File: config.mk
export PLATFORM = sky130hd
export DESIGN_NAME = alu181_nibble_sequencer
export DESIGN_NICKNAME = d
export VERILOG_FILES = /design/src/rtl/alu181_pkg.sv /design/src/rtl/alu181_nibble_sequencer.sv
export SDC_FILE = /design/constraint.sdc
export NUM_CORES = 1
export LEC_CHECK = 0
export BUFFER_PORTS_ARGS = -buffer_cell sky130_fd_sc_hd__buf_2
export CORE_ASPECT_RATIO = 1.75
export CORE_MARGIN = 1
export CORE_UTILIZATION = 46
export CTS_CLUSTER_DIAMETER = 200
export DETAILED_ROUTE_END_ITERATION = 10
export PLACE_DENSITY_LB_ADDON = 0.3
export SLEW_MARGIN = 20
export SYNTH_ARGS = -nofsm -noshare
export SYNTH_HDL_FRONTEND = slang
export SYNTH_SLANG_ARGS = --single-unit
File: constraint.sdc
create_clock -name clk -period 2.2 [get_ports clk]
set_input_delay 0.66 -clock clk [delete_from_list [all_inputs] [get_ports clk]]
set_output_delay 0.66 -clock clk [all_outputs]
set_load 0.005 [all_outputs]
File: src/rtl/alu181_pkg.sv
// Shared definitions for the 74181 nibble sequencer: FSM states, config byte
// field positions and the ALU function-select codes the sequencer is used with.
package alu181_pkg;

  typedef enum logic [2:0] {
    ST_IDLE   = 3'd0,
    ST_CFG    = 3'd1,
    ST_LOAD_A = 3'd2,
    ST_LOAD_B = 3'd3,
    ST_EXEC   = 3'd4,
    ST_DONE   = 3'd5
  } state_t;

  // Config byte layout: {rsv[1:0], M, Cn_n, S[3:0]}
  localparam int CFG_S_LSB  = 0;
  localparam int CFG_CN_BIT = 4;
  localparam int CFG_M_BIT  = 5;

  localparam logic [3:0] S_ADD = 4'b1001;  // M=0: A plus B
  localparam logic [3:0] S_SUB = 4'b0110;  // M=0: A minus B minus 1 (plus carry-in)
  localparam logic [3:0] S_XOR = 4'b0110;  // M=1: A xor B

endpackage

File: src/rtl/alu181_nibble_sequencer.sv
// Byte-stream front end that feeds a 74181 slice one nibble per cycle, ripples
// the carry through a register and presents the WIDTH-bit result on a valid/ready port.
module alu181_nibble_sequencer
  import alu181_pkg::*;
#(
  parameter int NIBBLES = 2
) (
  input  logic                 clk,
  input  logic                 rst_n,
  input  logic                 ena,
  input  logic [7:0]           cmd_data,
  input  logic                 cmd_valid,
  output logic                 cmd_ready,
  output logic [3:0]           alu_a,
  output logic [3:0]           alu_b,
  output logic [3:0]           alu_s,
  output logic                 alu_m,
  output logic                 alu_cn_n,
  input  logic [3:0]           alu_f,
  input  logic                 alu_cn4_n,
  input  logic                 alu_aeqb,
  output logic [4*NIBBLES-1:0] res_data,
  output logic                 res_cout_n,
  output logic                 res_aeqb,
  output logic                 res_valid,
  input  logic                 res_ready
);

  localparam int WIDTH = 4 * NIBBLES;
  localparam int BYTES = NIBBLES / 2;

  state_t             state_reg, state_next;
  logic [5:0]         cfg_reg;
  logic [WIDTH-1:0]   a_reg, b_reg, res_data_reg;
  logic [1:0]         beat_reg, nib_reg;
  logic               carry_reg, aeqb_reg;

  logic accept, last_beat, last_nib, in_exec;

  assign cmd_ready = (state_reg == ST_CFG) || (state_reg == ST_LOAD_A) ||
                     (state_reg == ST_LOAD_B);
  assign accept    = cmd_valid & cmd_ready & ena;
  assign last_beat = (beat_reg == 2'(BYTES - 1));
  assign last_nib  = (nib_reg == 2'(NIBBLES - 1));
  assign in_exec   = (state_reg == ST_EXEC);

  always_ff @(posedge clk or negedge rst_n) begin
    if (!rst_n) state_reg <= ST_IDLE;
    else        state_reg <= state_next;
  end

  always_comb begin
    state_next = state_reg;
    if (ena) begin
      case (state_reg)
        ST_IDLE:   state_next = ST_CFG;
        ST_CFG:    if (accept) state_next = ST_LOAD_A;
        ST_LOAD_A: if (accept && last_beat) state_next = ST_LOAD_B;
        ST_LOAD_B: if (accept && last_beat) state_next = ST_EXEC;
        ST_EXEC:   if (last_nib) state_next = ST_DONE;
        ST_DONE:   if (res_ready) state_next = ST_CFG;
        default:   state_next = ST_IDLE;
      endcase
    end
  end

  always_ff @(posedge clk or negedge rst_n) begin
    if (!rst_n) begin
      cfg_reg      <= '0;
      a_reg        <= '0;
      b_reg        <= '0;
      res_data_reg <= '0;
      beat_reg     <= '0;
      nib_reg      <= '0;
      carry_reg    <= 1'b1;
      aeqb_reg     <= 1'b0;
    end else if (ena) begin
      case (state_reg)
        ST_CFG: if (accept) cfg_reg <= cmd_data[5:0];
        ST_LOAD_A: if (accept) begin
          for (int j = 0; j < BYTES; j++)
            if (beat_reg == 2'(j)) a_reg[8*j +: 8] <= cmd_data;
          beat_reg <= last_beat ? 2'd0 : beat_reg + 2'd1;
        end
        ST_LOAD_B: if (accept) begin
          for (int j = 0; j < BYTES; j++)
            if (beat_reg == 2'(j)) b_reg[8*j +: 8] <= cmd_data;
          beat_reg <= last_beat ? 2'd0 : beat_reg + 2'd1;
          if (last_beat) begin
            nib_reg  <= '0;
            aeqb_reg <= 1'b1;
          end
        end
        ST_EXEC: begin
          for (int j = 0; j < NIBBLES; j++)
            if (nib_reg == 2'(j)) res_data_reg[4*j +: 4] <= alu_f;
          carry_reg <= alu_cn4_n;
          aeqb_reg  <= aeqb_reg & alu_aeqb;
          nib_reg   <= last_nib ? 2'd0 : nib_reg + 2'd1;
        end
        default: ;
      endcase
    end
  end

  // ALU data and carry inputs are held quiet except while a nibble is in flight.
  always_comb begin
    alu_a    = 4'd0;
    alu_b    = 4'd0;
    alu_cn_n = 1'b1;
    if (in_exec) begin
      for (int j = 0; j < NIBBLES; j++) begin
        if (nib_reg == 2'(j)) begin
          alu_a = a_reg[4*j +: 4];
          alu_b = b_reg[4*j +: 4];
        end
      end
      alu_cn_n = (nib_reg == 2'd0) ? cfg_reg[CFG_CN_BIT] : carry_reg;
    end
  end

  assign alu_s      = cfg_reg[CFG_S_LSB +: 4];
  assign alu_m      = cfg_reg[CFG_M_BIT];
  assign res_data   = res_data_reg;
  assign res_cout_n = carry_reg;
  assign res_aeqb   = aeqb_reg;
  assign res_valid  = (state_reg == ST_DONE);

endmodule
---- Word-level counts from Yosys, hierarchy flattened ----
Index checks and enable logic that the tools add are counted.
storage, ports and cells
  input port bits ......................... 19
  word-level logic and storage cells ...... 67
  flip-flop bits (word level) ............. 39
  output and inout port bits .............. 26
operators by class
  add/subtract/negate cells ............... 2
  bitwise logic cells ..................... 3
  equality and inequality tests ........... 13
  reductions and logical operators ........ 17
  mux-type cells .......................... 22
operators by type and width
  cell                                                                    number
  4-bit two-way mux                                                       6
  3-bit one-hot mux with 6 select lines                                   1
  3-bit two-way mux                                                       5
  3-bit AND reduction                                                     4
  4-bit AND reduction                                                     3
  2-bit two-way mux                                                       4
  2-bit != test (second input constant)                                   4
  3-bit by 2-bit equality test with 1-bit output (second input constant)  2
  3-bit equality test (second input constant)                             2
  2-bit by 1-bit != test with 1-bit output (second input constant)        3
  6-bit AND reduction                                                     1
  2-bit by 1-bit adder with 2-bit output (second input constant)          2
  2-bit zero test                                                         2
  1-bit two-way mux                                                       4
  2-bit one-hot mux with 2 select lines                                   1
  1-bit AND                                                               3
  3-bit by 1-bit equality test with 1-bit output (second input constant)  1
  3-bit zero test                                                         1
  2-bit by 1-bit equality test with 1-bit output (second input constant)  1
  1-bit logical OR                                                        2
  1-bit one-hot mux with 2 select lines                                   1
  2-bit AND reduction                                                     1
  2-bit nonzero test                                                      1
  2-bit OR reduction                                                      1
  1-bit logical AND                                                       1

---- Logic depth before layout (Yosys ltp) ----
Gate-level depths: netlist of run 1.
  word-level depth ........................ 8
  gate-level depth with buffers ........... 5
  gate-level depth less buffers ........... 5

---- Least setup slack after synthesis of run 1 ----
No wires, ideal clock.
  kind .................................... reg2out
  start ................................... register state_reg[0]
  end ..................................... output port alu_a[0]
  buffers on the path ..................... 1
  arrival time ............................ 1.168 ns
  slack ................................... 0.372 ns
  stages on the path, launching flop included .. 5
  required time ........................... 1.540 ns
  path through ............................ dfrtp_1 clkbuf_1 nor2_1 nand3b_1 nor2_1
between the ends
  cells in the longest elaborated chain, start to end .. 2
RTL lines
  item                    RTL line                        RTL
  from (decl)             alu181_nibble_sequencer.sv:32   state_t state_reg, state_next;
  from (signal assigned)  alu181_nibble_sequencer.sv:49   else state_reg <= state_next;
  3-bit equality test     alu181_nibble_sequencer.sv:45   assign in_exec = (state_reg == ST_EXEC);
  4-bit two-way mux       alu181_nibble_sequencer.sv:111  if (in_exec) begin
  to (decl)               alu181_nibble_sequencer.sv:14   output logic [3:0] alu_a,
No other way between the ends.

---- Final worst setup path of run 1 ----
  start ................................... register nib_reg[0]
  end ..................................... output port alu_cn_n
between the ends
  cells in the longest elaborated chain, start to end .. 3
RTL lines
  item                    RTL line                        RTL
  from (decl)             alu181_nibble_sequencer.sv:35   logic [1:0] beat_reg, nib_reg;
  from (signal assigned)  alu181_nibble_sequencer.sv:99   nib_reg <= last_nib ? 2'd0 : nib_reg + 2'd1;
  2-bit zero test         alu181_nibble_sequencer.sv:118  alu_cn_n = (nib_reg == 2'd0) ? cfg_reg[CFG_CN_BIT] : carry_reg;
  1-bit two-way mux       alu181_nibble_sequencer.sv:118
  1-bit two-way mux       alu181_nibble_sequencer.sv:111
  to (decl)               alu181_nibble_sequencer.sv:18   output logic alu_cn_n,
No other way between the ends.

==> results of run 1 <==
==> cell type report <==
cell class	count	area, um2	area share
sequential	39	978.4	0.4344
multi-input combinational	91	795.8	0.3533
clock inverter	2	35.03	0.01556
tap	48	60.06	0.02667
clock buffer	6	82.58	0.03667
inverter	6	22.52	0.01000
timing repair buffer	50	277.8	0.1233
==> placed cells by master (no fill, tap or decap), types with 3 or more instances in the layout <==
| master | Yosys | layout |
|---|---|---|
| buf_2 | 1 | 44 |
| a21oi_1 | 3 | 3 |
| mux2_2 | 33 | 33 |
| nor2_1 | 12 | 12 |
| dfrtp_1 | 38 | 37 |
| inv_1 | 6 | 6 |
| clkbuf_8 | 0 | 6 |
| buf_4 | 5 | 5 |
| o21ai_0 | 4 | 4 |
| mux2i_1 | 9 | 9 |
==> report_power, final <==
part / total (mW) / internal (mW) / leakage (nW) / switching (mW)
clock network: 0.610 / 0.367 / 0.0612 / 0.243
logic: 0.965 / 0.522 / 0.523 / 0.443
registers: 1.21 / 1.03 / 0.483 / 0.182
total: 2.78 / 1.92 / 1.07 / 0.868
==> final timing paths <==
kind / from / endpoint / slack (ps)
min in group clk: res_data[5]$_DFFE_PN0P_ / res_data[5]$_DFFE_PN0P_ / 510
setup / recovery: nib_reg[0]$_DFFE_PN0P_ / alu_cn_n / 130
max in group asynchronous: rst_n / a_reg[5]$_DFFE_PN0P_ / 1420
hold reg to reg: res_data[5]$_DFFE_PN0P_ / res_data[5]$_DFFE_PN0P_ / 510
setup reg to reg: nib_reg[0]$_DFFE_PN0P_ / res_data[4]$_DFFE_PN0P_ / 480
hold / removal: rst_n / res_aeqb$_DFFE_PN0P_ / 310
==> metal layers <==
metal | vias up | share of wire | track usage
met5 | - | 0 | 0
met4 | 0 | 0.032 | 0.1299
met3 | 9 | 0.051 | 0.04965
met2 | 51 | 0.57 | 0.3563
met1 | 639 | 0.35 | 0.1944
li1 | 603 | - | -
==> logic make-up (layout without fill, tap and decap cells) <==
| kind of cell | count (synthesis) | after routing | synth area share |
|---|---|---|---|
| simple gates | 34 | 34 | 0.1214 |
| mux | 42 | 42 | 0.2502 |
| buf+inv | 14 | 64 | 0.03932 |
| fa+ha+maj | 2 | 2 | 0.01356 |
| flops | 39 | 39 | 0.5295 |
| compound gates | 13 | 13 | 0.04611 |
==> what timing repair did <==
action,CTS,global route
gates resized for setup,1,0
endpoints found under the setup margin,7,0
buffers inserted,1,0
==> results by group, run 1 <==
Power
  – Pwr Total: 2.783 mW
  – Leak Pwr: 1.067 nW
  – VDD IR-drop max: 0.0009597 V
  – PD cells: 1236 mW/mm2

Worst setup path
  – CP Class: reg2out
  – Worst-path cell chain: nor2_1 -> mux2i_1 -> nand3_1 -> buf_2
  – Crit Path Max Fanout: 12
  – CP max stage delay: 530 ps
  – Worst R2R Path Depth: 3
  – Critical Path Stages: 4
  – CP Data Required Time: 1540 ps
  – Crit. End Element: output port
  – Cell family with most CP delay: flip-flops
  – Slowest-stage cell, CP: dfrtp_2
  – Bufs and invs on worst path: 1
  – Critical Path Start Type: flop
  – CP arrival: 1410 ps

Die
  – Vert. Die Dim: 85.79 um
  – Initial Util: 0.4773
  – Core Rows: 30
  – Placeable Area: 0.003866 mm2
  – Die X: 49.88 um
  – Area of the die: 0.004279 mm2
  – IO Count: 45

Synthesis
  – Sequential area share after synthesis: 0.5295
  – Async SR Flop Fraction: 1.000
  – Synth warn: 0
  – Mean Syn Cell Area: 12.82 um2
  – Register bit total from synthesis: 39
  – Synth top area cells: dfrtp_1, mux2_2, mux2i_1
  – Post-Synthesis Cell Area: 0.001846 mm2
  – Synth area leader: dfrtp_1
  – Most common cell in the synthesized netlist: dfrtp_1
  – Commonest cells in the netlist: dfrtp_1, mux2_2, nor2_1
  – Post-Syn Nets: 165
  – EDFF count, synth: 0
  – Distinct cells, synth: 36
  – Post-Synthesis Cells: 144
  – Post-synth top area share: 0.5153
  – Top_reg_cell synth: dfrtp_1

CTS
  – H-tree levels: 2
  – Worst-path clk slew: 80 ps
  – CTS tree: built
  – Root Driver: clkbuf_8
  – Worst skew pair latency: 290 ps
  – Post-CTS Hold Buffers: 0
  – CTS Buffer Depth: 2
  – Total CTS buffers: 5
  – Sink Count: 39

STA
  – Setup ws final: 125.4 ps
  – Setup TNS: 0 ps
  – Worst hold margin: 314.1 ps
  – Final hold vios: 0
  – Fin Clk Skew: 6.283 ps
  – Max-slew violations: 0
  – RSZ-0062 raised after global routing: false
  – Highest clock rate: 0.4820 GHz
  – Period utilisation layout: 0.9430
  – Rel. slew slack: 0.6876
  – Worst Max-Slew Pin Slew: 468.6 ps
  – Tmin final: 2075 ps
  – Final Setup Violations: 0

Finish
  – Final Util: 0.5825
  – Layout cells sized above 1: 0.5103
  – Area Overhead vs Synth: 22.03%
  – Fin area: 0.002252 mm2
  – # diodes: 0
  – Post-route insts no fill: 242
  – Fill cells: 328
  – Layout Nets: 214

Min path
  – Worst hold-check path type: in2async

Global route
  – Global route total overflow: 0
  – First-pass GRT wire length: 6.134 mm
  – Vias in the first global route: 1328
  – GRT Util Overall: 0.1981
  – Largest net degree at the start of global routing: 21
  – Initial antenna violation count: 0

Drt
  – Drt pass-1 iters: 4
  – Post-DR wirelength/cell: 15.60 um
  – Drt total wl: 3.776 mm
  – # DRC: 0
  – DRT iter0 DRCs: 30
  – Post-route ant nets: 0
  – Via Count: 1302
  – Vias per std cell: 5.380

Placement
  – Routability-driven placement congestion ratio: 0.9264
  – Dpl hpwl: 2.931 mm
  – DP Cell Count: 233
  – Port Buf Inserts: 44
  – Pre-CTS setup slack: 209.1 ps
  – Area post-placement: 0.002126 mm2

Outcome
  – Status: finished, final reports clean

Run
  – Max cap viols: 0
(Power assumes the default switching activity.)
==> run 2: changes to the inputs <==
--- a/config.mk
+++ b/config.mk
@@ -5,6 +5,7 @@
 export SDC_FILE = /design/constraint.sdc
 export NUM_CORES = 1
 export LEC_CHECK = 0
+export ABC_AREA = 1
 export BUFFER_PORTS_ARGS = -buffer_cell sky130_fd_sc_hd__buf_2
 export CORE_ASPECT_RATIO = 1.75
 export CORE_MARGIN = 1
==> run 2 against run 1 <==
  * Critical path depth stayed put
  * Global-route usage is 0.092 points higher
  * Die area rose by 5.4%
  * Cell count is 31% higher
  * Final area grew 1.3%
  * Core utilization decreased by 2.8 points
  * Register-to-register slack gained 150 ps
  * Synthesized cell count increased by 56%
  * Count of clock-buffer cells in the layout fell by 1
  * Worst hold slack better by 9.0 ps
  * Sequential cell count did not move
==> results by group, run 2 <==
Drt
  – Post-route ant nets: 0 (unchanged)
  – Drt pass-1 iters: 4 (unchanged)
  – Vias per std cell: 4.836 (-10%)
  – Via Count: 1538 (+18%)
  – DRT iter0 DRCs: 22 (-27%)
  – Post-DR wirelength/cell: 12.13 um (-22%)
  – # DRC: 0 (unchanged)
  – Drt total wl: 3.856 mm (+2.1%)

Finish
  – Layout cells sized above 1: 0.3383 (-0.1720)
  – Area Overhead vs Synth: 17.01%
  – Most frequent cells in the layout: nand2_1, buf_2, dfrtp_1, inv_1, o21ai_2
  – Fin area: 0.002281 mm2 (+1.3%)
  – Most common cell after layout, fill and taps aside: nand2_1
  – FF+latch area: 977.2 um2 (-0.13%)
  – Final Util: 0.5548 (-0.02775)
  – Area of the multi-input gates: 822.0 um2 (+3.3%)
  – Fill cells: 426 (+30%)
  – Layout Nets: 291 (+36%)
  – # diodes: 0 (unchanged)
  – Post-route insts no fill: 318 (+31%)

Global route
  – GRT Util Overall: 0.1991 (+0.0009243)
  – Vias in the first global route: 1471 (+11%)
  – Global route total overflow: 0 (unchanged)
  – First-pass GRT wire length: 6.534 mm (+6.5%)
  – Initial antenna violation count: 0 (unchanged)
  – Largest net degree at the start of global routing: 21 (unchanged)

Synthesis
  – Most common cell in the synthesized netlist: nand2_1
  – Post-Syn Nets: 246 (+49%)
  – EDFF count, synth: 0 (unchanged)
  – Top_reg_cell synth: dfrtp_1
  – Distinct cells, synth: 20 (-44%)
  – Sequential area share after synthesis: 0.5013 (-0.02821)
  – Async SR Flop Fraction: 1.000 (unchanged)
  – Post-Synthesis Cells: 225 (+56%)
  – Synth warn: 0 (unchanged)
  – Mean Syn Cell Area: 8.664 um2 (-32%)
  – Synth area leader: dfrtp_1
  – Register bit total from synthesis: 39 (unchanged)
  – Synth top area cells: dfrtp_1, nand2_1, o21ai_2
  – Post-Synthesis Cell Area: 0.001949 mm2 (+5.6%)
  – Post-synth top area share: 0.4878 (-0.02745)
  – Commonest cells in the netlist: nand2_1, dfrtp_1, inv_1

Power
  – VDD IR-drop max: 0.0006783 V (-29%)
  – PD cells: 1204 mW/mm2 (-2.6%)
  – Leak Pwr: 1.177 nW (+10%)

Worst setup path
  – Worst R2R Path Depth: 9 (+6)
  – Crit. End Element: output port
  – CP arrival: 1400 ps (about the same)
  – Critical Path Start Type: flop
  – Worst reg2reg setup slack: 630 ps (+150 ps)
  – Crit Path Max Fanout: 10 (-2)
  – CP Class: reg2out
  – CP Data Required Time: 1540 ps (about the same)

STA
  – Rel. slew slack: 0.6741 (-0.01345)
  – Worst hold margin: 323.2 ps (+9.045 ps)
  – Fin Clk Skew: 4.717 ps (-1.566 ps)
  – Worst Max-Slew Pin Slew: 488.8 ps (+20.17 ps)
  – Final hold vios: 0 (unchanged)
  – Period utilisation layout: 0.9371 (-0.005914)
  – Tmin final: 2062 ps (-13.01 ps)
  – Highest clock rate: 0.4851 GHz (+0.63%)
  – Setup TNS: 0 ps (unchanged)
  – RSZ-0062 raised after global routing: false
  – Final Setup Violations: 0 (unchanged)
  – Max-slew violations: 0 (unchanged)

Placement
  – Port Buf Inserts: 44 (unchanged)
  – DP Cell Count: 311 (+33%)
  – Routability-driven placement congestion ratio: 0.7888 (-15%)
  – Dpl hpwl: 2.915 mm (-0.55%)
  – Area post-placement: 0.002182 mm2 (+2.6%)

Die
  – Core Rows: 31 (+3.3%)
  – IO Count: 45 (unchanged)
  – Initial Util: 0.4741 (-0.003213)
  – Vert. Die Dim: 88.12 um (+2.7%)
  – Die X: 51.21 um (+2.7%)
  – Placeable Area: 0.004111 mm2 (+6.3%)
  – Area of the die: 0.004512 mm2 (+5.4%)

CTS
  – Total CTS buffers: 5 (unchanged)
  – CTS Buffer Depth: 2 (unchanged)
  – Sink Count: 39 (unchanged)
  – Post-CTS Hold Buffers: 0 (unchanged)
  – Root Driver: clkbuf_8
  – CTS tree: built
  – H-tree levels: 2 (unchanged)
  – Worst skew pair latency: 290 ps (about the same)
  – Worst-path clk slew: 70 ps (about the same)

Min path
  – Worst hold-check path type: in2async

Outcome
  – Status: finished, final reports clean

Run
  – Max cap viols: 0 (unchanged)
==> run 2: cell types whose count changed after synthesis, moves of 5 or more <==
cell | previous run | this run
a21oi_1 | 3 | 13
o21ai_0 | 4 | 10
mux2_2 | 33 | 0
o21ai_2 | 0 | 18
mux2i_1 | 9 | 0
nand3_1 | 2 | 12
inv_1 | 6 | 20
o21ai_1 | 0 | 5
nand2_1 | 2 | 71
==> run 2: report_power, final <==
group          switching, mW  internal, mW
clock network          0.246         0.210
registers              0.208          1.03
logic                  0.614         0.438
total                   1.07          1.68
==> run 2: cell type report <==
class | count | share of cell area
multi-input combinational | 154 | 0.3604
clock buffer | 5 | 0.03017
inverter | 23 | 0.03895
tap | 49 | 0.02688
sequential | 39 | 0.4284
timing repair buffer | 47 | 0.1119
clock inverter | 1 | 0.003291
==> run 2: cell families after synthesis <==
logic type,Yosys count,synth area share
DFF,39,0.5013
buffers and inverters,32,0.08344
and+or+nand+nor,106,0.2497
adders and majority gates,2,0.01283
AOI/OAI and AO/OA,46,0.1528
==> run 2: worst max-delay path, cell delays in order (launching register included) <==
cell     delay, ps
dfrtp_1        480
nor2_2         180
nand2_2        150
a21oi_1        170
buf_2          130
==> run 2: final timing paths <==
path,from,end
max,state_reg[0]$_DFFE_PN0P_,alu_a[3]
min,rst_n,cfg_reg[3]$_DFFE_PN0P_
max reg2reg,beat_reg[0]$_DFFE_PN0P_,state_reg[0]$_DFFE_PN0P_
min reg2reg,cfg_reg[0]$_DFFE_PN0P_,cfg_reg[0]$_DFFE_PN0P_
max in group asynchronous,rst_n,res_cout_n$_DFFE_PN1P_
min in group clk,cfg_reg[0]$_DFFE_PN0P_,cfg_reg[0]$_DFFE_PN0P_
==> run 2: repair_timing <==
item | 4_1_cts | 5_1_grt
gates resized for setup | 2 | 4
setup endpoints to repair | 4 | 8
pin swaps | 0 | 0
buffers inserted | 0 | 1
==> run 2: metal layers <==
metal  routed length [um]  part of all wire  track usage  up-vias
met3                  196             0.051      0.04514        6
met1                 1527              0.40       0.2011      696
met5                    0                 0            0        -
li1                     -                 -            -      798
met2                 2053              0.53       0.3768       38
met4                   79             0.020      0.08845        0
==> run 2: per-stage QoR <==
stage               power, mW  setup slack, ps
CTS                     2.758            26.81
global placement        2.262            313.6
finish                  2.747            138.4
global route            2.984           0.3929
detailed placement      2.294            284.1
floorplan               2.006            556.8
